[src/rtl/seq_fxp_divider_pkg.sv]
// Shared definitions for the sequential fixed-point divider.
//   state_e   : controller states
//   calc_qw   : result width from dividend and fraction widths
//   calc_n    : iteration count (one extra when rounding)
//   sat_ones  : all-ones pattern of a given width, for saturation
package fxp_div_pkg;

  typedef enum logic [1:0] {
    IDLE = 2'd0,
    CALC = 2'd1,
    FIN  = 2'd2,
    DONE = 2'd3
  } state_e;

  function automatic int calc_qw(input int dw, input int fw);
    return dw + fw;
  endfunction

  function automatic int calc_n(input int dw, input int fw, input int round);
    return dw + fw + round;
  endfunction

  // Widths up to 64 bits; callers slice the low bits they need.
  function automatic logic [63:0] sat_ones(input int w);
    if (w >= 64) return '1;
    return (64'd1 << w) - 64'd1;
  endfunction

  localparam int DEF_DW = 16;
  localparam int DEF_VW = 8;
  localparam int DEF_FW = 8;
  localparam int DEF_QW = calc_qw(DEF_DW, DEF_FW);

endpackage

[src/rtl/seq_fxp_divider_if.sv]
// CPU-side handshake and operand/result bundle for the divider.
//   master : drives start/dividend/divisor, observes busy/ack/quotient/dz
//   slave  : the divider side
interface seq_fxp_divider_if
  import fxp_div_pkg::*;
#(
  parameter int DW = DEF_DW,
  parameter int VW = DEF_VW,
  parameter int FW = DEF_FW
);
  localparam int QW = calc_qw(DW, FW);

  logic          start;
  logic [DW-1:0] dividend;
  logic [VW-1:0] divisor;
  logic          busy;
  logic          ack;
  logic [QW-1:0] quotient;
  logic          dz;

  modport master (
    output start, dividend, divisor,
    input  busy, ack, quotient, dz
  );

  modport slave (
    input  start, dividend, divisor,
    output busy, ack, quotient, dz
  );

endinterface

[src/rtl/seq_fxp_divider_div_step.sv]
// One restoring-division step, purely combinational.
//   rem_in  : partial remainder (VW+1 bits)
//   bit_in  : next dividend bit shifted in
//   divisor : unsigned divisor
//   rem_out : updated partial remainder
//   q_bit   : quotient bit produced by this step
module div_step
  import fxp_div_pkg::*;
#(
  parameter int VW = DEF_VW
) (
  input  logic [VW:0]   rem_in,
  input  logic          bit_in,
  input  logic [VW-1:0] divisor,
  output logic [VW:0]   rem_out,
  output logic          q_bit
);

  logic [VW:0] shifted;
  logic        ge;

  always_comb begin
    shifted = {rem_in[VW-1:0], bit_in};
    // A set top remainder bit means the true shifted value exceeds any divisor.
    ge      = rem_in[VW] | (shifted >= {1'b0, divisor});
    q_bit   = ge;
    rem_out = ge ? (shifted - {1'b0, divisor}) : shifted;
  end

endmodule

[src/rtl/seq_fxp_divider.sv]
// Multi-cycle unsigned fixed-point divider, one quotient bit per clock.
// quotient = floor(dividend * 2^FW / divisor), optionally rounded half-up,
// saturated to all ones on divide-by-zero.
//   clk    : rising-edge clock
//   reset  : asynchronous active-high reset
//   bus    : start/dividend/divisor in; busy/ack/quotient/dz out
//
// state | meaning
// IDLE  | waiting for start after reset
// CALC  | shifting one dividend bit per edge through the restoring step
// FIN   | rounding/saturation, result registered
// DONE  | ack high, result held; start re-accepts
module seq_fxp_divider
  import fxp_div_pkg::*;
#(
  parameter int DW    = DEF_DW,
  parameter int VW    = DEF_VW,
  parameter int FW    = DEF_FW,
  parameter int ROUND = 0
) (
  input  logic              clk,
  input  logic              reset,
  seq_fxp_divider_if.slave  bus
);

  localparam int QW = calc_qw(DW, FW);
  localparam int N  = calc_n(DW, FW, ROUND);
  localparam int SH = FW + ROUND;
  localparam int CW = (N > 1) ? $clog2(N) : 1;
  localparam logic [63:0]   SAT_W    = sat_ones(QW);
  localparam logic [QW-1:0] SAT      = SAT_W[QW-1:0];
  localparam logic [CW-1:0] CNT_INIT = CW'(N - 1);

  state_e        state_q, state_d;
  logic [CW-1:0] cnt_q, cnt_d;
  logic [VW:0]   rem_q, rem_d;
  logic [N-1:0]  dvd_q, dvd_d;
  logic [N-1:0]  qsh_q, qsh_d;
  logic [VW-1:0] dvsr_q, dvsr_d;
  logic [QW-1:0] quotient_q, quotient_d;
  logic          dz_q, dz_d;

  logic [VW:0]   step_rem;
  logic          step_bit;
  logic [QW-1:0] fin_result;

  div_step #(.VW(VW)) u_step (
    .rem_in  (rem_q),
    .bit_in  (dvd_q[N-1]),
    .divisor (dvsr_q),
    .rem_out (step_rem),
    .q_bit   (step_bit)
  );

  generate
    if (ROUND != 0) begin : g_round
      // (q + 1) >> 1 computed as (q >> 1) + q[0]; the carry out is the overflow.
      logic [QW:0] half_up;
      assign half_up    = {1'b0, qsh_q[N-1:1]} + {{QW{1'b0}}, qsh_q[0]};
      assign fin_result = half_up[QW] ? SAT : half_up[QW-1:0];
    end else begin : g_trunc
      assign fin_result = qsh_q[QW-1:0];
    end
  endgenerate

  always_ff @(posedge clk or posedge reset) begin
    if (reset) begin
      state_q    <= IDLE;
      cnt_q      <= '0;
      rem_q      <= '0;
      dvd_q      <= '0;
      qsh_q      <= '0;
      dvsr_q     <= '0;
      quotient_q <= '0;
      dz_q       <= 1'b0;
    end else begin
      state_q    <= state_d;
      cnt_q      <= cnt_d;
      rem_q      <= rem_d;
      dvd_q      <= dvd_d;
      qsh_q      <= qsh_d;
      dvsr_q     <= dvsr_d;
      quotient_q <= quotient_d;
      dz_q       <= dz_d;
    end
  end

  always_comb begin
    state_d    = state_q;
    cnt_d      = cnt_q;
    rem_d      = rem_q;
    dvd_d      = dvd_q;
    qsh_d      = qsh_q;
    dvsr_d     = dvsr_q;
    quotient_d = quotient_q;
    dz_d       = dz_q;

    unique case (state_q)
      IDLE, DONE: begin
        if (bus.start) begin
          dvsr_d = bus.divisor;
          if (bus.divisor == '0) begin
            state_d    = DONE;
            quotient_d = SAT;
            dz_d       = 1'b1;
          end else begin
            state_d = CALC;
            cnt_d   = CNT_INIT;
            rem_d   = '0;
            dvd_d   = N'(bus.dividend) << SH;
            qsh_d   = '0;
            dz_d    = 1'b0;
          end
        end
      end
      CALC: begin
        rem_d = step_rem;
        dvd_d = {dvd_q[N-2:0], 1'b0};
        qsh_d = {qsh_q[N-2:0], step_bit};
        cnt_d = cnt_q - 1'b1;
        if (cnt_q == '0) state_d = FIN;
      end
      FIN: begin
        quotient_d = fin_result;
        state_d    = DONE;
      end
      default: state_d = IDLE;
    endcase
  end

  assign bus.busy     = (state_q == CALC) || (state_q == FIN);
  assign bus.ack      = (state_q == DONE);
  assign bus.quotient = quotient_q;
  assign bus.dz       = dz_q;

endmodule

[src/flat_wrapper.sv]
// flat-port wrapper written by rule: the top's interface ports become plain ports
module seq_fxp_divider_flat import fxp_div_pkg::*;
#(
  parameter int DW    = DEF_DW,
  parameter int VW    = DEF_VW,
  parameter int FW    = DEF_FW,
  parameter int ROUND = 0
)
  (clk, reset, bus_start, bus_dividend, bus_divisor, bus_busy, bus_ack, bus_quotient, bus_dz);
  seq_fxp_divider_if #(.DW(DW), .VW(VW), .FW(FW)) bus_i ();
  input  logic clk;
  input  logic reset;
  input wire logic [$bits(bus_i.start)-1:0] bus_start;
  input wire logic [$bits(bus_i.dividend)-1:0] bus_dividend;
  input wire logic [$bits(bus_i.divisor)-1:0] bus_divisor;
  output wire logic [$bits(bus_i.busy)-1:0] bus_busy;
  output wire logic [$bits(bus_i.ack)-1:0] bus_ack;
  output wire logic [$bits(bus_i.quotient)-1:0] bus_quotient;
  output wire logic [$bits(bus_i.dz)-1:0] bus_dz;
  assign bus_i.start = bus_start;
  assign bus_i.dividend = bus_dividend;
  assign bus_i.divisor = bus_divisor;
  assign bus_busy = bus_i.busy;
  assign bus_ack = bus_i.ack;
  assign bus_quotient = bus_i.quotient;
  assign bus_dz = bus_i.dz;
  seq_fxp_divider #(.DW(DW), .VW(VW), .FW(FW), .ROUND(ROUND)) u_core (.clk(clk), .reset(reset), .bus(bus_i));
endmodule
[config.mk]
export PLATFORM = sky130hd
export DESIGN_NAME = seq_fxp_divider_flat
export DESIGN_NICKNAME = d
export VERILOG_FILES = /design/src/rtl/seq_fxp_divider_pkg.sv /design/src/rtl/seq_fxp_divider_if.sv /design/src/rtl/seq_fxp_divider_div_step.sv /design/src/rtl/seq_fxp_divider.sv /design/src/flat_wrapper.sv
export SDC_FILE = /design/constraint.sdc
export NUM_CORES = 1
export LEC_CHECK = 0
export ABC_CLOCK_PERIOD_IN_PS = 2600
export CORE_UTILIZATION = 52
export CTS_BUF_LIST = sky130_fd_sc_hd__clkbuf_2
export DETAILED_ROUTE_END_ITERATION = 8
export PLACE_DENSITY = 0.86
export SYNTH_ARGS = -nofsm -noshare
export SYNTH_HDL_FRONTEND = slang
export SYNTH_HIERARCHICAL = 1
export SYNTH_SLANG_ARGS = --single-unit
[constraint.sdc]
create_clock -name clk -period 2.6 [get_ports clk]
set_clock_uncertainty 0.15 [all_clocks]
set_input_delay 0.26 -clock clk [delete_from_list [all_inputs] [get_ports clk]]
set_output_delay 0.26 -clock clk [all_outputs]
set_load 0.01 [all_outputs]
==> summary.md, run 1 <==
| Metric | Value |
|---|---|
| Die Width | 92.05 um |
| Synth Flop Type | dfrtp_1 |
| Ys async rst share | 100.0% |
| Total I/O pin count | 54 |
| Post-Syn Area per Cell | 12.05 um2 |
| Hold WC Path Type | in -> reg |
| Power per cell area | 1221 mW/mm2 |
| Post-synth top cells | 89 x dfrtp_1, 33 x a22o_1, 25 x o22a_1 |
| Number of global-route vias before repair | 2,887 |
| CP max FO | 11 |
| DR DRC count | 0 |
| Number of enable flip-flop cells after synthesis | 0 |
| Max-cap check violation count | 0 |
| Synth area leaders | dfrtp_1 53%, a22o_1 6.9%, o22a_1 5.2%, mux2i_1 4.3%, ha_1 3.9% |
| Hold path depth | 3 |
| Inserted Diodes | 0 |
| Routed WL per cell | 15.89 um |
| Mapped Area | 0.004217 mm2 |
| Final Core Density | 64.11% |
| Clock-pin transition on the worst setup and hold timing paths | 0.22 ns |
| Dpl hpwl | 5680 um |
| Initial drt markers | 145 |
| Crit path DAT | 2.08 ns |
| Rows | 32 |
| R2R depth | 9 |
| Critical path required time | 2.19 ns |
| Core Region | 0.007767 mm2 |
| Sequential area share after synthesis | 52.82% |
| Buffers added on ports | 53 |
| Vias/cell | 5.795 |
| Die area | 0.008473 mm2 |
| Layout Nets | 446 |
| Fmax | 0.4014 GHz |
| TritonCTS Buffers | 9 |
| # clock sinks | 89 |
| TritonRoute pass-1 iters | 4 |
| Share of the synthesized area in the top cell type | 52.82% |
| Area growth, synth to finish | 18.10% |
| Hold Vio Cnt, Final | 0 |
| Endpoints failing setup | 0 |
| Slew @ Worst Pin | 0.8781 ns |
| Leakage power | 0.002190 uW |
| Tcrit/Tclk final | 95.82% |
| Cells after synthesis | 350 |
| CP Launch Type | flop |
| Total global routing overflow | 0 |
| Status | complete, no violations |
| Max-slew violation count | 0 |
| Mapped Nets | 391 |
| Starting Density | 54.28% |
| Setup TNS | 0 ns |
| Pin count of the biggest net entering global routing | 51 |
| Synth area leader | dfrtp_1 |
| Yosys reg bits | 89 |
| Maximum vdd ir drop | 0.5109 mV |
| Critical Path End Type | primary output |
| GRT Total Usage | 21.17% |
| Worst-Skew Late Latency | 0.56 ns |
| Layout cell share with drive strength beyond 1 | 12.20% |
| First-pass GRT wire length | 13,940 um |
| Netlist cell types | 50 |
| Routed Antenna Nets | 0 |
| Max transition margin | 41.24% |
| Total number of vias | 2,967 |
| CP Class | reg -> out |
| Antenna violations before repair | 0 |
| CTS tree | done |
| Root Buffer | clkbuf_2 |
| Total routed wirelength | 8134 um |
| Count leader, synth | dfrtp_1 |
| RSZ-0062 raised after global routing | no |
| Clk buf depth | 2 |
| GPL Wtd Cong | 0.8446 |
| # H-tree levels | 3 |
| Period minus WS final | 2.491 ns |
| Yosys warnings | 6 |
| Die Ht | 92.05 um |
-- power by group --
group | switching, uW | leakage (uW) | internal, uW
Combinational | 1600 | 0.00101 | 1550
Clock | 468 | 0.0000636 | 220
Sequential | 339 | 0.00112 | 1900
-- cell usage in the layout (no fill, tap or decap), types with 7 or more instances in the layout --
cell / count
o21ai_0: 24
o22a_1: 25
mux2_2: 8
a22o_1: 33
nor2_1: 7
ha_1: 12
nand3_1: 23
inv_1: 21
mux2i_1: 18
clkbuf_2: 9
dfrtp_1: 89
clkdlybuf4s50_1: 53
-- metrics by stage --
stage	hold slack (ns)	std cells	setup WS (ns)	total power [uW]	instance area, um2
6_report	0.1598	512	0.1086	6081	4980
5_1_grt	0.1318	512	0.002753	6531	4980
4_1_cts	0.1146	512	0.05993	6110	4975
3_5_place_dp	0.3174	494	0.1680	5399	4840
3_3_place_gp	0.3109	494	0.2577	5245	4840
2_1_floorplan	0.2605	350	0.3366	4472	4220
-- worst max-delay path: stages (launching register included) --
cell             delay [ns]
dfrtp_1                0.43
inv_1                  0.09
ha_2                   0.34
inv_1                  0.13
clkdlybuf4s50_1        0.55
-- cell families (layout without fill, tap and decap cells) --
kind of cell / count (synthesis) / count (layout) / share of synthesized area (%)
DFF: 89 / 89 / 52.82
adders and majority gates: 14 / 14 / 4.332
and+or+nand+nor: 60 / 60 / 7.804
buffers and inverters: 41 / 101 / 5.460
xor gates and xnor gates: 4 / 4 / 0.8310
AOI/OAI and AO/OA: 114 / 114 / 21.63
muxes: 28 / 28 / 7.122
-- layer usage --
layer  part of all wire, %  track usage, %
met1                    46           29.24
met2                    48           32.65
met3                   5.0           5.058
met4                   1.5           7.682
met5                     0               0
-- state kept, by name, indices dropped and copies added, names as in the netlist --
signal	count
u_core/bus.dz	1
u_core/bus.quotient	24
u_core/cnt_q	5
u_core/dvd_q	16
u_core/dvsr_q	8
u_core/fin_result	24
u_core/rem_q	9
u_core/state_q	2
-- layout make-up --
| type | count | area, um2 |
|---|---|---|
| Sequential cell | 89 | 2227 |
| Multi-Input combinational cell | 220 | 1778 |
| Tap cell | 102 | 127.6 |
| Fill cell | 620 | 2788 |
| Inverter | 22 | 86.33 |
| Timing Repair Buffer | 63 | 645.6 |
| Clock buffer | 9 | 45.04 |
| Clock inverter | 7 | 70.07 |
-- worst paths after layout --
kind	startpoint	endpoint	slack, ns
min in group asynchronous	reset	u_core/dvd_q[16]$_DFFE_PP0P_	0.43
min	bus_dividend[8]	u_core/dvd_q[16]$_DFFE_PP0P_	0.16
max in group asynchronous	reset	u_core/bus.quotient[8]$_DFFE_PP0P_	1.05
min reg2reg	u_core/cnt_q[3]$_DFFE_PP0P_	u_core/cnt_q[3]$_DFFE_PP0P_	0.34
max	u_core/state_q[0]$_DFFE_PP0P_	bus_busy	0.11
max reg2reg	u_core/dvd_q[23]$_DFFE_PP0P_	u_core/rem_q[6]$_DFFE_PP0P_	0.17
-- what timing repair did --
| item | CTS | global route |
|---|---|---|
| endpoints found under the hold margin | 16 | 0 |
| hold buffers | 1 | 0 |
| setup endpoints to repair | 1 | 1 |
| buffers inserted | 1 | 0 |
| gates resized for setup | 1 | 1 |
Power figures use the tool's default switching activity.
==> run 2, diff against run 1 <==
--- a/config.mk
+++ b/config.mk
@@ -6,7 +6,9 @@
 export NUM_CORES = 1
 export LEC_CHECK = 0
 export ABC_CLOCK_PERIOD_IN_PS = 2600
-export CORE_UTILIZATION = 52
+export CELL_PAD_IN_SITES_DETAIL_PLACEMENT = 1
+export CELL_PAD_IN_SITES_GLOBAL_PLACEMENT = 1
+export CORE_UTILIZATION = 42
 export CTS_BUF_LIST = sky130_fd_sc_hd__clkbuf_2
 export DETAILED_ROUTE_END_ITERATION = 8
 export PLACE_DENSITY = 0.86
==> summary.md, run 2 (synthesis gave the netlist of run 1 again) <==
| Metric | Value |
|---|---|
| Vias/cell | 5.722 (-1.3%) |
| Clk buf depth | 2 (unchanged) |
| Launch point of the critical path | u_core/dvd_q[23]$_DFFE_PP0P_ |
| GPL Wtd Cong | 0.7908 (-6.4%) |
| Max stage delay cell, worst path | dfrtp_1 |
| Crit path buf inv count | 1 (-2) |
| Fmax | 0.4059 GHz (+1.1%) |
| CP Launch Type | flop |
| Power per cell area | 1240 mW/mm2 (+1.5%) |
| Period minus WS final | 2.464 ns (-0.02749 ns) |
| Commonest non-fill, non-tap cell in the layout | dfrtp_1 |
| TritonRoute pass-1 iters | 4 (unchanged) |
| Max-slew violation count | 0 (unchanged) |
| Setup TNS | 0 ns (unchanged) |
| Hold WC Path Type | in -> reg |
| Logic pwr share | 53.5% (+1.6 points) |
| Starting Density | 43.34% (-11 points) |
| Levels on crit path | 9 (+5) |
| Number of global-route vias before repair | 3,383 (+17%) |
| RSZ-0062 raised after global routing | no |
| Initial drt markers | 86 (-41%) |
| Dpl hpwl | 7525 um (+32%) |
| DR DRC count | 0 (unchanged) |
| Total global routing overflow | 0 (unchanged) |
| Total routed wirelength | 10,290 um (+26%) |
| R2R depth | 9 (unchanged) |
| CP Capture Point | u_core/rem_q[6]$_DFFE_PP0P_ |
| Buffers added on ports | 53 (unchanged) |
| Tcrit/Tclk final | 94.76% (-1.1 points) |
| Pin count of the biggest net entering global routing | 37 (-27%) |
| CP Class | reg -> reg |
| Area growth, synth to finish | 20.18% |
| Die Ht | 102.2 um (+11%) |
| Flop-to-flop setup slack | 0.14 ns (-0.03 ns) |
| Sw Share | 41.89% (+2.3 points) |
| Sequential Power Share | 35.9% (-0.9 points) |
| GRT Total Usage | 21.72% (+0.54 points) |
| Hold WS | 0.1333 ns (-0.02650 ns) |
| Critical Path End Type | flop |
| Layout cell share with drive strength beyond 1 | 14.11% (+1.9 points) |
| # clock sinks | 89 (unchanged) |
| Leakage power | 0.002229 uW (+1.8%) |
| Power Internal | 3651 uW (-0.58%) |
| Max-cap check violation count | 0 (unchanged) |
| Hold Vio Cnt, Final | 0 (unchanged) |
| Max stage delay on crit path | 0.45 ns (-0.10 ns) |
| Slew @ Worst Pin | 0.8890 ns (+0.01099 ns) |
| Critical path required time | 2.92 ns (+0.73 ns) |
| Total I/O pin count | 54 (unchanged) |
| Clock-pin transition on the worst setup and hold timing paths | 0.28 ns (+0.06 ns) |
| Total number of vias | 3,153 (+6.3%) |
| Die Width | 102.2 um (+11%) |
| CP cell instances | inv_1 -> ha_1 -> fa_1 -> nand2b_1 -> a211oi_2 -> o21ai_0 -> a21boi_0 -> o31ai_1 -> a22o_1 |
| Critical R2R Launch | u_core/dvd_q[23]$_DFFE_PP0P_ |
| CP max FO | 3 (-8) |
| Endpoints failing setup | 0 (unchanged) |
| Status | complete, no violations |
| Layout Nets | 454 (+1.8%) |
| Most frequent cells in the layout | 89 x dfrtp_1, 52 x clkdlybuf4s50_1, 33 x a22o_1 |
| Routed Antenna Nets | 0 (unchanged) |
| CTS tree | done |
| Worst-Skew Late Latency | 0.57 ns (about the same) |
| R2R Path End | u_core/rem_q[6]$_DFFE_PP0P_ |
| Routed WL per cell | 18.67 um (+18%) |
| CP delay by family, top | compound AO/OA/AOI/OAI gates |
| Crit path DAT | 2.78 ns (+0.70 ns) |
| Sw Pwr | 2632 uW (+9.3%) |
| Max transition margin | 40.51% (-0.74 points) |
| Inserted Diodes | 0 (unchanged) |
| Maximum vdd ir drop | 0.4979 mV (-2.5%) |
| Antenna violations before repair | 0 (unchanged) |
| First-pass GRT wire length | 17,150 um (+23%) |
| Rows | 36 (+13%) |
| Root Buffer | clkbuf_2 |
| Core Region | 0.009729 mm2 (+25%) |
| TritonCTS Buffers | 9 (unchanged) |
| Share of total power in the clock network | 10.6% (-0.7 points) |
| Die area | 0.01044 mm2 (+23%) |
| # H-tree levels | 3 (unchanged) |
## run 2: area by class of cell
| class | instances | area, um2 |
|---|---|---|
| Clock inverter | 7 | 62.56 |
| Tap cell | 133 | 166.4 |
| Fill cell | 1094 | 4662 |
| Sequential cell | 89 | 2227 |
| Timing Repair Buffer | 71 | 704.4 |
| Multi-Input combinational cell | 220 | 1775 |
| Inverter | 22 | 86.33 |
| Clock buffer | 9 | 45.04 |
## run 2: worst min-delay path by stage
stage	startpoint	endpoint	depth (start not counted)
2_1_floorplan	bus_divisor[7]	u_core/dvsr_q[7]$_DFFE_PP0P_	1
5_1_grt	bus_dividend[6]	u_core/dvd_q[14]$_DFFE_PP0P_	3
4_1_cts	bus_dividend[14]	u_core/dvd_q[22]$_DFFE_PP0P_	3
6_report	bus_dividend[14]	u_core/dvd_q[22]$_DFFE_PP0P_	3
3_5_place_dp	u_core/cnt_q[3]$_DFFE_PP0P_	u_core/cnt_q[3]$_DFFE_PP0P_	1
3_3_place_gp	u_core/cnt_q[3]$_DFFE_PP0P_	u_core/cnt_q[3]$_DFFE_PP0P_	1
## run 2: metrics by stage
step / instance area (um2) / utilization [%] / power [uW] / setup WS [ns] / std cells
finish: 5067 / 52.08 / 6284 / 0.1361 / 551
global route: 5067 / 52.08 / 6734 / 0.07036 / 551
CTS: 5055 / 51.95 / 6316 / 0.08227 / 550
detailed placement: 4923 / 50.60 / 5639 / 0.1539 / 531
global placement: 4923 / 50.60 / 5376 / 0.2770 / 531
floorplan: 4220 / - / 4472 / 0.3366 / 350
## run 2: per-layer routing
layer	wire [um]	up-vias	track usage [%]	share of wire, %
met5	0	-	0	0
met2	5288	88	38.46	51
met1	4416	1618	27.02	43
li1	-	1427	-	-
met3	387	20	3.762	3.8
met4	197	0	6.813	1.9
## run 2: timing repair
action	in CTS	in global routing
buffers inserted	2	1
pin swaps	0	0
resized for setup	1	1
hold endpoints to repair	23	0
hold buffers	1	0
gates cloned	0	0
setup endpoints to repair	1	1
## run 2: worst min-delay path, cell delays in order
cell and delay, ns:
clkdlybuf4s50_1 0.40, mux2i_1 0.12, o21ai_0 0.08
## run 2: power by group through the flow
stage	Sequential (uW)	Combinational (uW)	Clock, uW
after floorplan	2280	2200	0
after global placement	2250	3130	0
after detailed placement	2300	3340	0
after global routing	2320	3670	749
final	2260	3360	664
after CTS	2260	3360	696
